`src/rtl/axi_fifo_window_pkg.sv`:
```
// Shared types for the AXI FIFO window: response codes, FSM states, size helper.
// Latency: n/a (types and constant functions only).
// Backpressure: n/a.
package axi_fifo_window_pkg;

  typedef enum logic [1:0] {
    OKAY   = 2'b00,
    SLVERR = 2'b10
  } axi_resp_t;

  typedef enum logic [1:0] {W_IDLE, W_DATA, W_RESP} wr_st_t;
  typedef enum logic       {R_IDLE, R_DATA}         rd_st_t;

  // AXI size encoding (log2 of bytes per beat) for a full-width beat.
  function automatic logic [2:0] size_log2(input int data_w);
    return 3'($clog2(data_w / 8));
  endfunction

endpackage

```
`src/rtl/axi_fifo_window_if.sv`:
```
// AXI4 slave bundle for the FIFO window (AW/W/B/AR/R channels).
// Latency: n/a (wires only).
// Backpressure: standard AXI valid/ready on every channel.
interface axi_fifo_window_if #(
  parameter int DATA_W = 32,
  parameter int ADDR_W = 32,
  parameter int ID_W   = 8
);
  logic [ID_W-1:0]     s_awid;
  logic [ADDR_W-1:0]   s_awaddr;
  logic [7:0]          s_awlen;
  logic [2:0]          s_awsize;
  logic [1:0]          s_awburst;
  logic                s_awvalid;
  logic                s_awready;
  logic [DATA_W-1:0]   s_wdata;
  logic [DATA_W/8-1:0] s_wstrb;
  logic                s_wlast;
  logic                s_wvalid;
  logic                s_wready;
  logic [ID_W-1:0]     s_bid;
  logic [1:0]          s_bresp;
  logic                s_bvalid;
  logic                s_bready;
  logic [ID_W-1:0]     s_arid;
  logic [ADDR_W-1:0]   s_araddr;
  logic [7:0]          s_arlen;
  logic [2:0]          s_arsize;
  logic [1:0]          s_arburst;
  logic                s_arvalid;
  logic                s_arready;
  logic [ID_W-1:0]     s_rid;
  logic [DATA_W-1:0]   s_rdata;
  logic [1:0]          s_rresp;
  logic                s_rlast;
  logic                s_rvalid;
  logic                s_rready;

  modport slave (
    input  s_awid, s_awaddr, s_awlen, s_awsize, s_awburst, s_awvalid,
    output s_awready,
    input  s_wdata, s_wstrb, s_wlast, s_wvalid,
    output s_wready,
    output s_bid, s_bresp, s_bvalid,
    input  s_bready,
    input  s_arid, s_araddr, s_arlen, s_arsize, s_arburst, s_arvalid,
    output s_arready,
    output s_rid, s_rdata, s_rresp, s_rlast, s_rvalid,
    input  s_rready
  );

  modport master (
    output s_awid, s_awaddr, s_awlen, s_awsize, s_awburst, s_awvalid,
    input  s_awready,
    output s_wdata, s_wstrb, s_wlast, s_wvalid,
    input  s_wready,
    input  s_bid, s_bresp, s_bvalid,
    output s_bready,
    output s_arid, s_araddr, s_arlen, s_arsize, s_arburst, s_arvalid,
    input  s_arready,
    input  s_rid, s_rdata, s_rresp, s_rlast, s_rvalid,
    output s_rready
  );
endinterface

```
`src/rtl/axi_fifo_window_sync_fifo_fwft.sv`:
```
// Single-clock first-word-fall-through FIFO with occupancy count.
// Latency: push visible at rdata/empty one cycle later; rdata is the head with no extra delay.
// Backpressure: push ignored when full, pop ignored when empty; full/empty come from the registered count.
// Ports: clk, rst_n (async active-low), push/wdata in, pop in, rdata/empty/full/level out.
module sync_fifo_fwft #(
  parameter int WIDTH = 32,
  parameter int DEPTH = 64
) (
  input  logic                     clk,
  input  logic                     rst_n,
  input  logic                     push,
  input  logic                     pop,
  input  logic [WIDTH-1:0]         wdata,
  output logic [WIDTH-1:0]         rdata,
  output logic                     empty,
  output logic                     full,
  output logic [$clog2(DEPTH):0]   level
);
  localparam int PTR_W = $clog2(DEPTH);

  logic [WIDTH-1:0] mem_q [DEPTH];
  logic [PTR_W-1:0] wr_ptr_q, wr_ptr_d, rd_ptr_q, rd_ptr_d;
  logic [PTR_W:0]   cnt_q, cnt_d;
  logic             push_ok, pop_ok;

  assign empty = (cnt_q == '0);
  assign full  = (cnt_q == (PTR_W+1)'(DEPTH));
  assign level = cnt_q;
  assign rdata = mem_q[rd_ptr_q];

  // full/empty are registered, so a pop while full frees no slot for a
  // same-cycle push, and a push into an empty FIFO cannot be popped that cycle.
  always_comb begin
    push_ok  = push && !full;
    pop_ok   = pop && !empty;
    wr_ptr_d = wr_ptr_q + PTR_W'(push_ok);
    rd_ptr_d = rd_ptr_q + PTR_W'(pop_ok);
    cnt_d    = cnt_q + (PTR_W+1)'(push_ok) - (PTR_W+1)'(pop_ok);
  end

  always_ff @(posedge clk) begin
    if (push_ok) mem_q[wr_ptr_q] <= wdata;
  end

  always_ff @(posedge clk or negedge rst_n) begin
    if (!rst_n) begin
      wr_ptr_q <= '0;
      rd_ptr_q <= '0;
      cnt_q    <= '0;
    end else begin
      wr_ptr_q <= wr_ptr_d;
      rd_ptr_q <= rd_ptr_d;
      cnt_q    <= cnt_d;
    end
  end
endmodule

```
`src/rtl/axi_fifo_window.sv`:
```
// AXI4 slave mapping NUM_CH FIFOs into one window; writes push, reads pop the channel at addr[CH_LSB +: log2(NUM_CH)].
// Latency: push visible to reads/ch_empty 1 cycle after W handshake; ch_irq one register stage after ch_empty.
// Backpressure: writes never stall (beats to a full FIFO are dropped, SLVERR); reads never stall (empty -> zero data, SLVERR).
// Ports: clk, rst (async active-low), s (AXI4 slave modport), ch_empty/ch_full/ch_irq per-channel status.
// Optional: AXI_FIFO_WIN_LEVEL_CSR_EN makes addr[CH_LSB-1]=1 reads return the occupancy count; such writes get SLVERR.
module axi_fifo_window
  import axi_fifo_window_pkg::*;
#(
  parameter int DATA_W = 32,
  parameter int ADDR_W = 32,
  parameter int ID_W   = 8,
  parameter int DEPTH  = 64,
  parameter int NUM_CH = 2,
  parameter int CH_LSB = 12
) (
  input  logic              clk,
  input  logic              rst,
  axi_fifo_window_if.slave  s,
  output logic [NUM_CH-1:0] ch_empty,
  output logic [NUM_CH-1:0] ch_full,
  output logic [NUM_CH-1:0] ch_irq
);
  localparam int         CH_W     = (NUM_CH > 1) ? $clog2(NUM_CH) : 1;
  localparam int         LVL_W    = $clog2(DEPTH) + 1;
  localparam logic [2:0] SIZE_LOG = size_log2(DATA_W);

  logic [DATA_W-1:0] fifo_rdata [NUM_CH];
  logic [LVL_W-1:0]  fifo_level [NUM_CH];
  logic [NUM_CH-1:0] fifo_empty, fifo_full, push_vec, pop_vec;

  wr_st_t            w_st_q, w_st_d;
  logic [ID_W-1:0]   w_id_q, w_id_d;
  logic [7:0]        w_len_q, w_len_d, w_beat_q, w_beat_d;
  logic [CH_W-1:0]   w_ch_q, w_ch_d;
  logic              w_size_ok_q, w_size_ok_d, w_err_q, w_err_d, w_lvl_q, w_lvl_d;
  logic              awready_q, awready_d, w_last_beat;

  rd_st_t            r_st_q, r_st_d;
  logic [ID_W-1:0]   r_id_q, r_id_d;
  logic [7:0]        r_len_q, r_len_d, r_beat_q, r_beat_d;
  logic [CH_W-1:0]   r_ch_q, r_ch_d;
  logic              r_size_ok_q, r_size_ok_d, r_lvl_q, r_lvl_d;
  logic              arready_q, arready_d, r_last_beat;

  logic [NUM_CH-1:0] irq_q;
  logic [CH_W-1:0]   aw_ch, ar_ch;
  logic              aw_lvl, ar_lvl;

  // Mask keeps the index in range when NUM_CH == 1 (field is still one bit wide).
  assign aw_ch = s.s_awaddr[CH_LSB +: CH_W] & CH_W'(NUM_CH - 1);
  assign ar_ch = s.s_araddr[CH_LSB +: CH_W] & CH_W'(NUM_CH - 1);

`ifdef AXI_FIFO_WIN_LEVEL_CSR_EN
  assign aw_lvl = s.s_awaddr[CH_LSB-1];
  assign ar_lvl = s.s_araddr[CH_LSB-1];
`else
  assign aw_lvl = 1'b0;
  assign ar_lvl = 1'b0;
`endif

  for (genvar g = 0; g < NUM_CH; g++) begin : g_ch
    sync_fifo_fwft #(.WIDTH(DATA_W), .DEPTH(DEPTH)) u_fifo (
      .clk   (clk),
      .rst_n (rst),
      .push  (push_vec[g]),
      .pop   (pop_vec[g]),
      .wdata (s.s_wdata),
      .rdata (fifo_rdata[g]),
      .empty (fifo_empty[g]),
      .full  (fifo_full[g]),
      .level (fifo_level[g])
    );
  end

  assign ch_empty    = fifo_empty;
  assign ch_full     = fifo_full;
  assign ch_irq      = irq_q;
  assign s.s_awready = awready_q;
  assign s.s_arready = arready_q;
  assign s.s_bid     = w_id_q;
  assign s.s_rid     = r_id_q;

  // Write side: every beat is accepted; faulty beats are dropped and make the response SLVERR.
  always_comb begin
    w_st_d = w_st_q;  w_id_d = w_id_q;  w_len_d = w_len_q;  w_ch_d = w_ch_q;
    w_size_ok_d = w_size_ok_q;  w_err_d = w_err_q;  w_beat_d = w_beat_q;  w_lvl_d = w_lvl_q;
    push_vec = '0;  w_last_beat = (w_beat_q == w_len_q);
    s.s_wready = 1'b0;  s.s_bvalid = 1'b0;  s.s_bresp = OKAY;
    case (w_st_q)
      W_IDLE: if (s.s_awvalid && awready_q) begin
        w_id_d = s.s_awid;  w_len_d = s.s_awlen;  w_ch_d = aw_ch;  w_lvl_d = aw_lvl;
        w_size_ok_d = (s.s_awsize == SIZE_LOG);
        w_err_d = 1'b0;  w_beat_d = '0;  w_st_d = W_DATA;
      end
      W_DATA: begin
        s.s_wready = 1'b1;
        if (s.s_wvalid) begin
          if (w_size_ok_q && !w_lvl_q && (&s.s_wstrb) && !fifo_full[w_ch_q]) push_vec[w_ch_q] = 1'b1;
          else w_err_d = 1'b1;
          if (s.s_wlast != w_last_beat) w_err_d = 1'b1;
          w_beat_d = w_beat_q + 8'd1;
          // Burst length comes from awlen, not wlast, so a bad wlast cannot hang the FSM.
          if (w_last_beat) w_st_d = W_RESP;
        end
      end
      W_RESP: begin
        s.s_bvalid = 1'b1;
        s.s_bresp  = w_err_q ? SLVERR : OKAY;
        if (s.s_bready) w_st_d = W_IDLE;
      end
      default: w_st_d = W_IDLE;
    endcase
    awready_d = (w_st_d == W_IDLE);
  end

  // Read side: a beat is offered every cycle; unavailable data returns zero with SLVERR.
  always_comb begin
    r_st_d = r_st_q;  r_id_d = r_id_q;  r_len_d = r_len_q;  r_ch_d = r_ch_q;
    r_size_ok_d = r_size_ok_q;  r_beat_d = r_beat_q;  r_lvl_d = r_lvl_q;
    pop_vec = '0;  r_last_beat = 1'b0;
    s.s_rvalid = 1'b0;  s.s_rdata = '0;  s.s_rresp = OKAY;  s.s_rlast = 1'b0;
    case (r_st_q)
      R_IDLE: if (s.s_arvalid && arready_q) begin
        r_id_d = s.s_arid;  r_len_d = s.s_arlen;  r_ch_d = ar_ch;  r_lvl_d = ar_lvl;
        r_size_ok_d = (s.s_arsize == SIZE_LOG);
        r_beat_d = '0;  r_st_d = R_DATA;
      end
      R_DATA: begin
        r_last_beat = (r_beat_q == r_len_q);
        s.s_rvalid  = 1'b1;
        s.s_rlast   = r_last_beat;
        if (r_lvl_q) begin
          s.s_rdata = DATA_W'(fifo_level[r_ch_q]);
        end else if (r_size_ok_q && !fifo_empty[r_ch_q]) begin
          s.s_rdata = fifo_rdata[r_ch_q];
          pop_vec[r_ch_q] = s.s_rready;
        end else begin
          s.s_rresp = SLVERR;
        end
        if (s.s_rready) begin
          r_beat_d = r_beat_q + 8'd1;
          if (r_last_beat) r_st_d = R_IDLE;
        end
      end
      default: r_st_d = R_IDLE;
    endcase
    arready_d = (r_st_d == R_IDLE);
  end

  always_ff @(posedge clk or negedge rst) begin
    if (!rst) begin
      w_st_q <= W_IDLE;  w_id_q <= '0;  w_len_q <= '0;  w_ch_q <= '0;  w_size_ok_q <= 1'b0;
      w_err_q <= 1'b0;  w_beat_q <= '0;  w_lvl_q <= 1'b0;  awready_q <= 1'b0;
      r_st_q <= R_IDLE;  r_id_q <= '0;  r_len_q <= '0;  r_ch_q <= '0;  r_size_ok_q <= 1'b0;
      r_beat_q <= '0;  r_lvl_q <= 1'b0;  arready_q <= 1'b0;  irq_q <= '0;
    end else begin
      w_st_q <= w_st_d;  w_id_q <= w_id_d;  w_len_q <= w_len_d;  w_ch_q <= w_ch_d;  w_size_ok_q <= w_size_ok_d;
      w_err_q <= w_err_d;  w_beat_q <= w_beat_d;  w_lvl_q <= w_lvl_d;  awready_q <= awready_d;
      r_st_q <= r_st_d;  r_id_q <= r_id_d;  r_len_q <= r_len_d;  r_ch_q <= r_ch_d;  r_size_ok_q <= r_size_ok_d;
      r_beat_q <= r_beat_d;  r_lvl_q <= r_lvl_d;  arready_q <= arready_d;  irq_q <= ~fifo_empty;
    end
  end
endmodule
```
`src/flat_wrapper.sv`:
```
// flat-port wrapper written by rule: the top's interface ports become plain ports
module axi_fifo_window_flat import axi_fifo_window_pkg::*;
#(
  parameter int DATA_W = 32,
  parameter int ADDR_W = 32,
  parameter int ID_W   = 8,
  parameter int DEPTH  = 64,
  parameter int NUM_CH = 2,
  parameter int CH_LSB = 12
)
  (clk, rst, ch_empty, ch_full, ch_irq, s_s_awid, s_s_awaddr, s_s_awlen, s_s_awsize, s_s_awburst, s_s_awvalid, s_s_awready, s_s_wdata, s_s_wstrb, s_s_wlast, s_s_wvalid, s_s_wready, s_s_bid, s_s_bresp, s_s_bvalid, s_s_bready, s_s_arid, s_s_araddr, s_s_arlen, s_s_arsize, s_s_arburst, s_s_arvalid, s_s_arready, s_s_rid, s_s_rdata, s_s_rresp, s_s_rlast, s_s_rvalid, s_s_rready);
  axi_fifo_window_if #(.DATA_W(DATA_W), .ADDR_W(ADDR_W), .ID_W(ID_W)) s_i ();
  input  logic clk;
  input  logic rst;
  output logic [NUM_CH-1:0] ch_empty;
  output logic [NUM_CH-1:0] ch_full;
  output logic [NUM_CH-1:0] ch_irq;
  input wire logic [$bits(s_i.s_awid)-1:0] s_s_awid;
  input wire logic [$bits(s_i.s_awaddr)-1:0] s_s_awaddr;
  input wire logic [$bits(s_i.s_awlen)-1:0] s_s_awlen;
  input wire logic [$bits(s_i.s_awsize)-1:0] s_s_awsize;
  input wire logic [$bits(s_i.s_awburst)-1:0] s_s_awburst;
  input wire logic [$bits(s_i.s_awvalid)-1:0] s_s_awvalid;
  output wire logic [$bits(s_i.s_awready)-1:0] s_s_awready;
  input wire logic [$bits(s_i.s_wdata)-1:0] s_s_wdata;
  input wire logic [$bits(s_i.s_wstrb)-1:0] s_s_wstrb;
  input wire logic [$bits(s_i.s_wlast)-1:0] s_s_wlast;
  input wire logic [$bits(s_i.s_wvalid)-1:0] s_s_wvalid;
  output wire logic [$bits(s_i.s_wready)-1:0] s_s_wready;
  output wire logic [$bits(s_i.s_bid)-1:0] s_s_bid;
  output wire logic [$bits(s_i.s_bresp)-1:0] s_s_bresp;
  output wire logic [$bits(s_i.s_bvalid)-1:0] s_s_bvalid;
  input wire logic [$bits(s_i.s_bready)-1:0] s_s_bready;
  input wire logic [$bits(s_i.s_arid)-1:0] s_s_arid;
  input wire logic [$bits(s_i.s_araddr)-1:0] s_s_araddr;
  input wire logic [$bits(s_i.s_arlen)-1:0] s_s_arlen;
  input wire logic [$bits(s_i.s_arsize)-1:0] s_s_arsize;
  input wire logic [$bits(s_i.s_arburst)-1:0] s_s_arburst;
  input wire logic [$bits(s_i.s_arvalid)-1:0] s_s_arvalid;
  output wire logic [$bits(s_i.s_arready)-1:0] s_s_arready;
  output wire logic [$bits(s_i.s_rid)-1:0] s_s_rid;
  output wire logic [$bits(s_i.s_rdata)-1:0] s_s_rdata;
  output wire logic [$bits(s_i.s_rresp)-1:0] s_s_rresp;
  output wire logic [$bits(s_i.s_rlast)-1:0] s_s_rlast;
  output wire logic [$bits(s_i.s_rvalid)-1:0] s_s_rvalid;
  input wire logic [$bits(s_i.s_rready)-1:0] s_s_rready;
  assign s_i.s_awid = s_s_awid;
  assign s_i.s_awaddr = s_s_awaddr;
  assign s_i.s_awlen = s_s_awlen;
  assign s_i.s_awsize = s_s_awsize;
  assign s_i.s_awburst = s_s_awburst;
  assign s_i.s_awvalid = s_s_awvalid;
  assign s_s_awready = s_i.s_awready;
  assign s_i.s_wdata = s_s_wdata;
  assign s_i.s_wstrb = s_s_wstrb;
  assign s_i.s_wlast = s_s_wlast;
  assign s_i.s_wvalid = s_s_wvalid;
  assign s_s_wready = s_i.s_wready;
  assign s_s_bid = s_i.s_bid;
  assign s_s_bresp = s_i.s_bresp;
  assign s_s_bvalid = s_i.s_bvalid;
  assign s_i.s_bready = s_s_bready;
  assign s_i.s_arid = s_s_arid;
  assign s_i.s_araddr = s_s_araddr;
  assign s_i.s_arlen = s_s_arlen;
  assign s_i.s_arsize = s_s_arsize;
  assign s_i.s_arburst = s_s_arburst;
  assign s_i.s_arvalid = s_s_arvalid;
  assign s_s_arready = s_i.s_arready;
  assign s_s_rid = s_i.s_rid;
  assign s_s_rdata = s_i.s_rdata;
  assign s_s_rresp = s_i.s_rresp;
  assign s_s_rlast = s_i.s_rlast;
  assign s_s_rvalid = s_i.s_rvalid;
  assign s_i.s_rready = s_s_rready;
  axi_fifo_window #(.DATA_W(DATA_W), .ADDR_W(ADDR_W), .ID_W(ID_W), .DEPTH(DEPTH), .NUM_CH(NUM_CH), .CH_LSB(CH_LSB)) u_core (.clk(clk), .rst(rst), .s(s_i), .ch_empty(ch_empty), .ch_full(ch_full), .ch_irq(ch_irq));
endmodule
```
`config.mk`:
```
export PLATFORM = sky130hd
export DESIGN_NAME = axi_fifo_window_flat
export DESIGN_NICKNAME = d
export VERILOG_FILES = /design/src/rtl/axi_fifo_window_pkg.sv /design/src/rtl/axi_fifo_window_if.sv /design/src/rtl/axi_fifo_window_sync_fifo_fwft.sv /design/src/rtl/axi_fifo_window.sv /design/src/flat_wrapper.sv
export SDC_FILE = /design/constraint.sdc
export NUM_CORES = 2
export LEC_CHECK = 0
export BUFFER_PORTS_ARGS = -buffer_cell sky130_fd_sc_hd__buf_2
export CORE_MARGIN = 8
export CORE_UTILIZATION = 55
export DETAILED_ROUTE_END_ITERATION = 10
export GPL_TIMING_DRIVEN = 0
export PLACE_DENSITY = 0.72
export RECOVER_POWER = 50
export SETUP_SLACK_MARGIN = 0.1
export SKIP_CTS_REPAIR_TIMING = 1
export SYNTH_ARGS = -nofsm -noshare
export SYNTH_HDL_FRONTEND = slang
export SYNTH_HIERARCHICAL = 1
export SYNTH_SLANG_ARGS = --single-unit
```
`constraint.sdc`:
```
create_clock -name clk -period 4.1 [get_ports clk]
set_clock_uncertainty 0.2 [all_clocks]
set_input_delay 0.41 -clock clk [delete_from_list [all_inputs] [get_ports clk]]
set_output_delay 0.41 -clock clk [all_outputs]
set_load 0.1 [all_outputs]
```
**Yosys cells after proc, flatten, opt, wreduce, memory -nomap -nowiden**

Memories as Yosys holds them, arrays and structs flattened.
Cells that the tools add are included.

- Output and inout port bits: 64
- Word-level logic and storage cells: 136
- Memories: 2
- Bits of input ports: 150
- Memory bits (writable): 4096
- Register bits after elaboration: 98

Memory list:

| memory | words | width | rd ports | clocked after Yosys merged registers in | write ports | line | text |
|---|---|---|---|---|---|---|---|
| u_core.g_ch[0].u_fifo.mem_q | 64 | 32 | 1 | 0 | 1 | axi_fifo_window_sync_fifo_fwft.sv:21 | `logic [WIDTH-1:0] mem_q [DEPTH];` |
| u_core.g_ch[1].u_fifo.mem_q | 64 | 32 | 1 | 0 | 1 | axi_fifo_window_sync_fifo_fwft.sv:21 |  |

- Equality and inequality tests: 14
- Bitwise gates (word level): 5
- Reduce and logical (&&, ||, !) cells: 28
- $add $sub $neg: 10
- Multiplexer cells: 50
- Magnitude comparators: 5

Operators by type and width:

| cell | number |
|---|---|
| $mux W32 | 5 |
| $mux W8 | 4 |
| $pmux W8 S2 | 2 |
| $mux W2 | 13 |
| $add A6 B1 Y6 | 4 |
| $mux W1 | 21 |
| $add A8 B1 Y8 const B | 2 |
| $eq A8 B8 Y1 | 2 |
| $add A7 B1 Y7 | 2 |
| $eq A7 B7 Y1 const B | 2 |
| $logic_not A7 Y1 | 2 |
| $sub A7 B1 Y7 | 2 |
| $logic_and A1 B1 Y1 | 11 |
| $reduce_and A4 Y1 | 2 |
| $eq A3 B2 Y1 const B | 2 |
| $logic_not A1 Y1 | 6 |
| $pmux W2 S3 | 1 |
| $reduce_and A2 Y1 | 3 |
| $logic_not A2 Y1 | 2 |
| $lt A1 B2 Y1 const B | 2 |
| $ne A2 B1 Y1 const B | 2 |
| $ne A2 B2 Y1 const B | 2 |
| $pmux W1 S2 | 2 |
| $ne A3 B3 Y1 const B | 1 |
| other kinds (12) | 15 |

**Longest topological paths before layout**

- Depth in word-level cells: 11
- Mapped depth: 19

**Cells and area by module**

Netlist, hierarchy kept.

Modules (own cells, without submodules):

| module | times used | area an instance (um^2) | cells each |
|---|---|---|---|
| sync_fifo_fwft at u_core.g_ch[0].u_fifo | 1 | 78937.0 | 3308 |
| sync_fifo_fwft at u_core.g_ch[1].u_fifo | 1 | 78844.4 | 3365 |
| axi_fifo_window | 1 | 3228.1 | 336 |

**Worst setup path after synthesis**

Ideal clock, no wire load.

- Path kind: reg-to-reg
- From: register u_core.g_ch[1].u_fifo.cnt_q[2]
- To: register u_core.g_ch[1].u_fifo.cnt_q[6]
- Path buffers: 0
- Data required time: 3.775 ns
- Data arrival time: 4.234 ns
- Period minus slack after synthesis: 4.559 ns
- Slack: -0.459 ns
- Stages on the path, launching flop included: 19
- Library setup time: 0.125 ns
- Path through: dfrtp_1 inv_1 ha_1 nand3_1 nor2_1 nor2b_1 and3_1 nor2b_1 ha_1 inv_1 ha_1 inv_1 fa_1 nand2b_1 a21oi_1 o21ai_0 a21oi_1 nor2_1 xnor2_1

- Elaborated cells on any way between the ends: 21
- Classes of those cells: add/sub (2); eq/ne (1); mux (9); reduce/logical (9)

RTL lines:

| element | line | text |
|---|---|---|
| start: declaration | axi_fifo_window_sync_fifo_fwft.sv:23 | `logic [PTR_W:0] cnt_q, cnt_d;` |
| start signal: assignment | axi_fifo_window_sync_fifo_fwft.sv:53 | `cnt_q <= cnt_d;` |
| $logic_not A7 Y1 | axi_fifo_window_sync_fifo_fwft.sv:26 | `assign empty = (cnt_q == '0);` |
| net ch_empty[1] | flat_wrapper.sv:15 | `output logic [NUM_CH-1:0] ch_empty;` |
| $mux W1 (implied by the code) (2 in a row) | axi_fifo_window.sv:134 | `end else if (r_size_ok_q && !fifo_empty[r_ch_q]) begin` |
| $logic_not A1 Y1 | axi_fifo_window.sv:134 |  |
| $logic_and A1 B1 Y1 | axi_fifo_window.sv:134 |  |
| $mux W2 | axi_fifo_window.sv:134 |  |
| $mux W2 | axi_fifo_window.sv:122 | `case (r_st_q)` |
| net u_core.pop_vec[1] | axi_fifo_window.sv:29 | `logic [NUM_CH-1:0] fifo_empty, fifo_full, push_vec, pop_vec;` |
| $logic_and A1 B1 Y1 | axi_fifo_window_sync_fifo_fwft.sv:35 | `pop_ok = pop && !empty;` |
| $sub A7 B1 Y7 | axi_fifo_window_sync_fifo_fwft.sv:38 | `cnt_d = cnt_q + (PTR_W+1)'(push_ok) - (PTR_W+1)'(pop_ok);` |
| net u_core.g_ch[1].u_fifo.cnt_d[6] | axi_fifo_window_sync_fifo_fwft.sv:23 |  |

The timed path passes the listed nets, and every way through them passes these cells. The select of a mux whose other input is x is not followed.
A chain may end at the register's enable or synchronous reset.

==> impl_metrics.ini <==
[yosys]
portion_of_the_post_synthesis_area_used_by_sequential_elements = 0.779
avgSynthCellArea_sq_um = 23.0
ys_top_cells_by_area = sky130_fd_sc_hd__edfxtp_1 (76%), sky130_fd_sc_hd__mux4_2 (16%), sky130_fd_sc_hd__dfrtp_1 (1.5%)
synth.largest_area_cell = sky130_fd_sc_hd__edfxtp_1
count_of_unique_library_cells_instantiated_by_yosys = 59
number_of_enable_type_register_cells_in_the_synthesized_netlist = 4096
ys_dominant_reg_cell = sky130_fd_sc_hd__edfxtp_1
post_synth_instance_area_sq_um = 161000
synth_seq_cells = 4194
synth_warnings = 6
ys_async_sr_fraction = 0.0234
synth_top_cell_area_share = 0.764
netlist_instances = 7009

[final_layout]
mostFrequentLayoutCells = sky130_fd_sc_hd__edfxtp_1 (4096), sky130_fd_sc_hd__mux4_2 (1129), sky130_fd_sc_hd__clkbuf_16 (412)
final_layout_size_suffix_gt1_frac = 0.346
fillers = 17800
finish.utilization = 0.650
design.final.nets = 8047
area_growth_pct = 17.5
final_cell_area_sq_um = 189000
final_cells = 12100
leading_cell_type_in_the_layout_fill_and_taps_excluded = sky130_fd_sc_hd__edfxtp_1

[detailed_routing]
firstDrtPassIters = 7
num_vias = 83200
post_drt_via_cell_ratio = 6.87
antenna_left = 0
detail_route.wl_per_cell_um = 38.6
drt_wl_total_um = 468000
route.detailed.drc = 0
first_iter_violations = 14500

[hold_path]
worstHoldStart = s_s_awid[5]
min_path_type = in -> reg

[cts]
clk_root_buffer_cell = sky130_fd_sc_hd__clkbuf_16
ctsLongestPathBuffers = 4
numClockSinks = 4194
cts_tree = built
htree_num_levels = 5
clk_transition_reported_paths_ns = 0.06
clock_latency_of_the_later_clocked_register_in_the_worst_skew_pair_ns = 0.97
numCtsBuffers = 407

[floorplanning]
boundaryPins = 214
placement_rows = 198
initial_utilization = 0.553
core_region_area_sq_um = 291000
dieArea_sq_um = 310000
die_w_um = 557
dieHeight_um = 557

[flow_run]
max_cap_viol_count = 41

[run_status]
run_status = finished with violations
failed_checks = hold timing, capacitance limit, slew limit, setup timing

[worst_setup_path]
wp_data_arrival_ns = 4.44
worst_setup_path_class = reg -> out
reg2reg_from = u_core/g_ch[1].u_fifo/level[4]
critical_path.startpoint = u_core/g_ch[1].u_fifo/rd_ptr_q[4]
timing.critical_path.fanout_max = 10
critPathLaunchType = flop
timing.critical_path.to_type = primary output
timing.critical_path.required_ns = 3.49

[timing]
layout_worst_path_cycle_share = 1.23
grt_setup_unrepaired = true
report.final.slew_viol_count = 2600
timing.final.ws_setup_ns = -0.946
worst_hold_slack_ns = -0.000460
count_of_endpoints_failing_hold_in_the_final_timing_report = 1
finalWorstPathRequiredPeriod_ns = 5.05
clock.fmax_mhz = 198
timing.slew.headroom = -1.50
max_slew.worst_pin.slew_ns = 3.75
setup-violations-final = 3363

[global_routing]
grt_max_degree = 105
grt_pass1_vias = 81900
grt-busiest-layer = met2
grt_util_met1 = 0.371
use_met2 = 0.457
global_route.usage.total = 0.291
met3_usage = 0.0687
wire_length_of_the_first_global_routing_pass_um = 632000
grt.overflow.total = 0
antenna_found_initial = 18

[pwr]
worst_supply_voltage_drop_on_vdd_mv = 0.466
cellLeakagePower_nw = 58.8
total_power_mw = 115
power.density_cell_area_nw_per_um2 = 608

[place]
numPlacedInstances = 11200
place_area_sq_um = 171000
dpl.hpwl_um = 297000
routabilityCongestion = 0.927
numPortBuffers = 145
[final timing paths]
check,slack [ns],endpoint,depth (start not counted)
max,-0.95,s_s_rdata[26],9
min,-0.0005,u_core/s.s_bid[5],4
max reg2reg,-0.60,u_core/g_ch[1].u_fifo/mem_q[59][1],12
min reg2reg,0.27,u_core/s.s_bid[1],2
max in group asynchronous,1.99,u_core/s.s_bid[1],4
min in group asynchronous,0.46,u_core/s.s_bid[5],3
[cells in the mapped netlist (11+ instances only)]
cell type and number:
sky130_fd_sc_hd__edfxtp_1 4096, sky130_fd_sc_hd__mux4_2 1129, sky130_fd_sc_hd__nor2_1 236, sky130_fd_sc_hd__nand2_1 159, sky130_fd_sc_hd__clkbuf_1 154, sky130_fd_sc_hd__mux2i_1 141
sky130_fd_sc_hd__buf_2 125, sky130_fd_sc_hd__a21oi_1 109, sky130_fd_sc_hd__dfrtp_1 98, sky130_fd_sc_hd__o22ai_1 87, sky130_fd_sc_hd__a22oi_1 80, sky130_fd_sc_hd__a211oi_1 52
sky130_fd_sc_hd__nor2b_1 52, sky130_fd_sc_hd__buf_4 51, sky130_fd_sc_hd__nand3_1 48, sky130_fd_sc_hd__buf_1 39, sky130_fd_sc_hd__inv_1 31, sky130_fd_sc_hd__ha_1 28
sky130_fd_sc_hd__xnor2_1 27, sky130_fd_sc_hd__o221ai_1 26, sky130_fd_sc_hd__a31oi_1 25, sky130_fd_sc_hd__xor2_1 23, sky130_fd_sc_hd__a211o_1 22, sky130_fd_sc_hd__o21ai_0 21
sky130_fd_sc_hd__buf_6 17, sky130_fd_sc_hd__mux2_2 17, sky130_fd_sc_hd__a31o_2 14, sky130_fd_sc_hd__nand4_1 13, sky130_fd_sc_hd__and2_1 11
[state kept, by name, summed over array words and instances (netlist names)]
signal,count
u_core/w_len_q,8
u_core/g_ch.u_fifo/mem_q,4096
u_core/r_st_q,1
u_core/g_ch.u_fifo/rd_ptr_q,12
u_core/w_size_ok_q,1
u_core/s.s_bid,8
u_core/r_len_q,8
u_core/s.s_arready,1
u_core/w_st_q,2
u_core/w_ch_q,1
u_core/r_size_ok_q,1
u_core/ch_irq,2
u_core/r_ch_q,1
u_core/s.s_rid,8
u_core/g_ch.u_fifo/wr_ptr_q,12
u_core/w_beat_q,8
u_core/w_err_q,1
u_core/r_beat_q,8
u_core/g_ch.u_fifo/level,14
u_core/s.s_awready,1
[power by group]
group	total [mW]	internal, mW	switching [mW]
sequential	47.7	47.4	0.280
combinational	29.9	12.5	17.5
clock	37.4	21.1	16.2
[critical path, cell delays in order, from the launching register on]
cell	delay, ns
sky130_fd_sc_hd__dfrtp_1	0.44
sky130_fd_sc_hd__clkbuf_1	0.43
sky130_fd_sc_hd__nor2_2	0.62
sky130_fd_sc_hd__clkbuf_1	0.63
sky130_fd_sc_hd__a21oi_1	0.17
sky130_fd_sc_hd__a22oi_1	0.49
sky130_fd_sc_hd__nor2_4	0.12
sky130_fd_sc_hd__mux2i_1	0.21
sky130_fd_sc_hd__nor2_2	0.12
sky130_fd_sc_hd__buf_6	0.22
[routing by layer]
metal / vias to the layer above / wire, um
li1: 31600 / -
met1: 43600 / 154000
met5: - / 12
met2: 6712 / 221000
met4: 2 / 36300
met3: 1347 / 56700
[per-stage QoR]
stage	hold slack (ns)	setup slack (ns)	setup TNS [ns]
final	-0.000460	-0.946	-865.06
after global routing	-0.00384	-0.899	-1284.40
after CTS	-0.650	-3.19	-1518.92
after detailed placement	0.262	-2.14	-1345.75
after global placement	0.267	-2.31	-8048.49
after floorplan	-0.0856	-0.0745	-73.69
[final cells by class]
| class | count | area [sq um] | share of cell area |
|---|---|---|---|
| multi-input cells | 2398 | 36500 | 0.193 |
| well taps | 3900 | 4880 | 0.0258 |
| inverters | 32 | 120 | 0.000635 |
| clock inverters | 244 | 2550 | 0.0135 |
| flip-flops and latches | 4194 | 125000 | 0.663 |
| diodes | 11 | 27.5 | 0.000146 |
| clock buffers | 505 | 10700 | 0.0565 |
| plain buffers | 385 | 3350 | 0.0177 |
| repair buffers | 449 | 5500 | 0.0291 |
[kinds of logic after synthesis]
group / after synthesis / synth area share
adder cells (fa/ha/maj): 30 / 0.00242
AND/OR/NAND/NOR: 557 / 0.0154
other: 1 / 0.0000233
multiplexers: 1290 / 0.168
buffers and inverters: 418 / 0.0127
AO/OA/AOI/OAI: 469 / 0.0195
flip-flops: 4194 / 0.779
XOR/XNOR: 50 / 0.00272
Power figures use the tool's default switching activity.
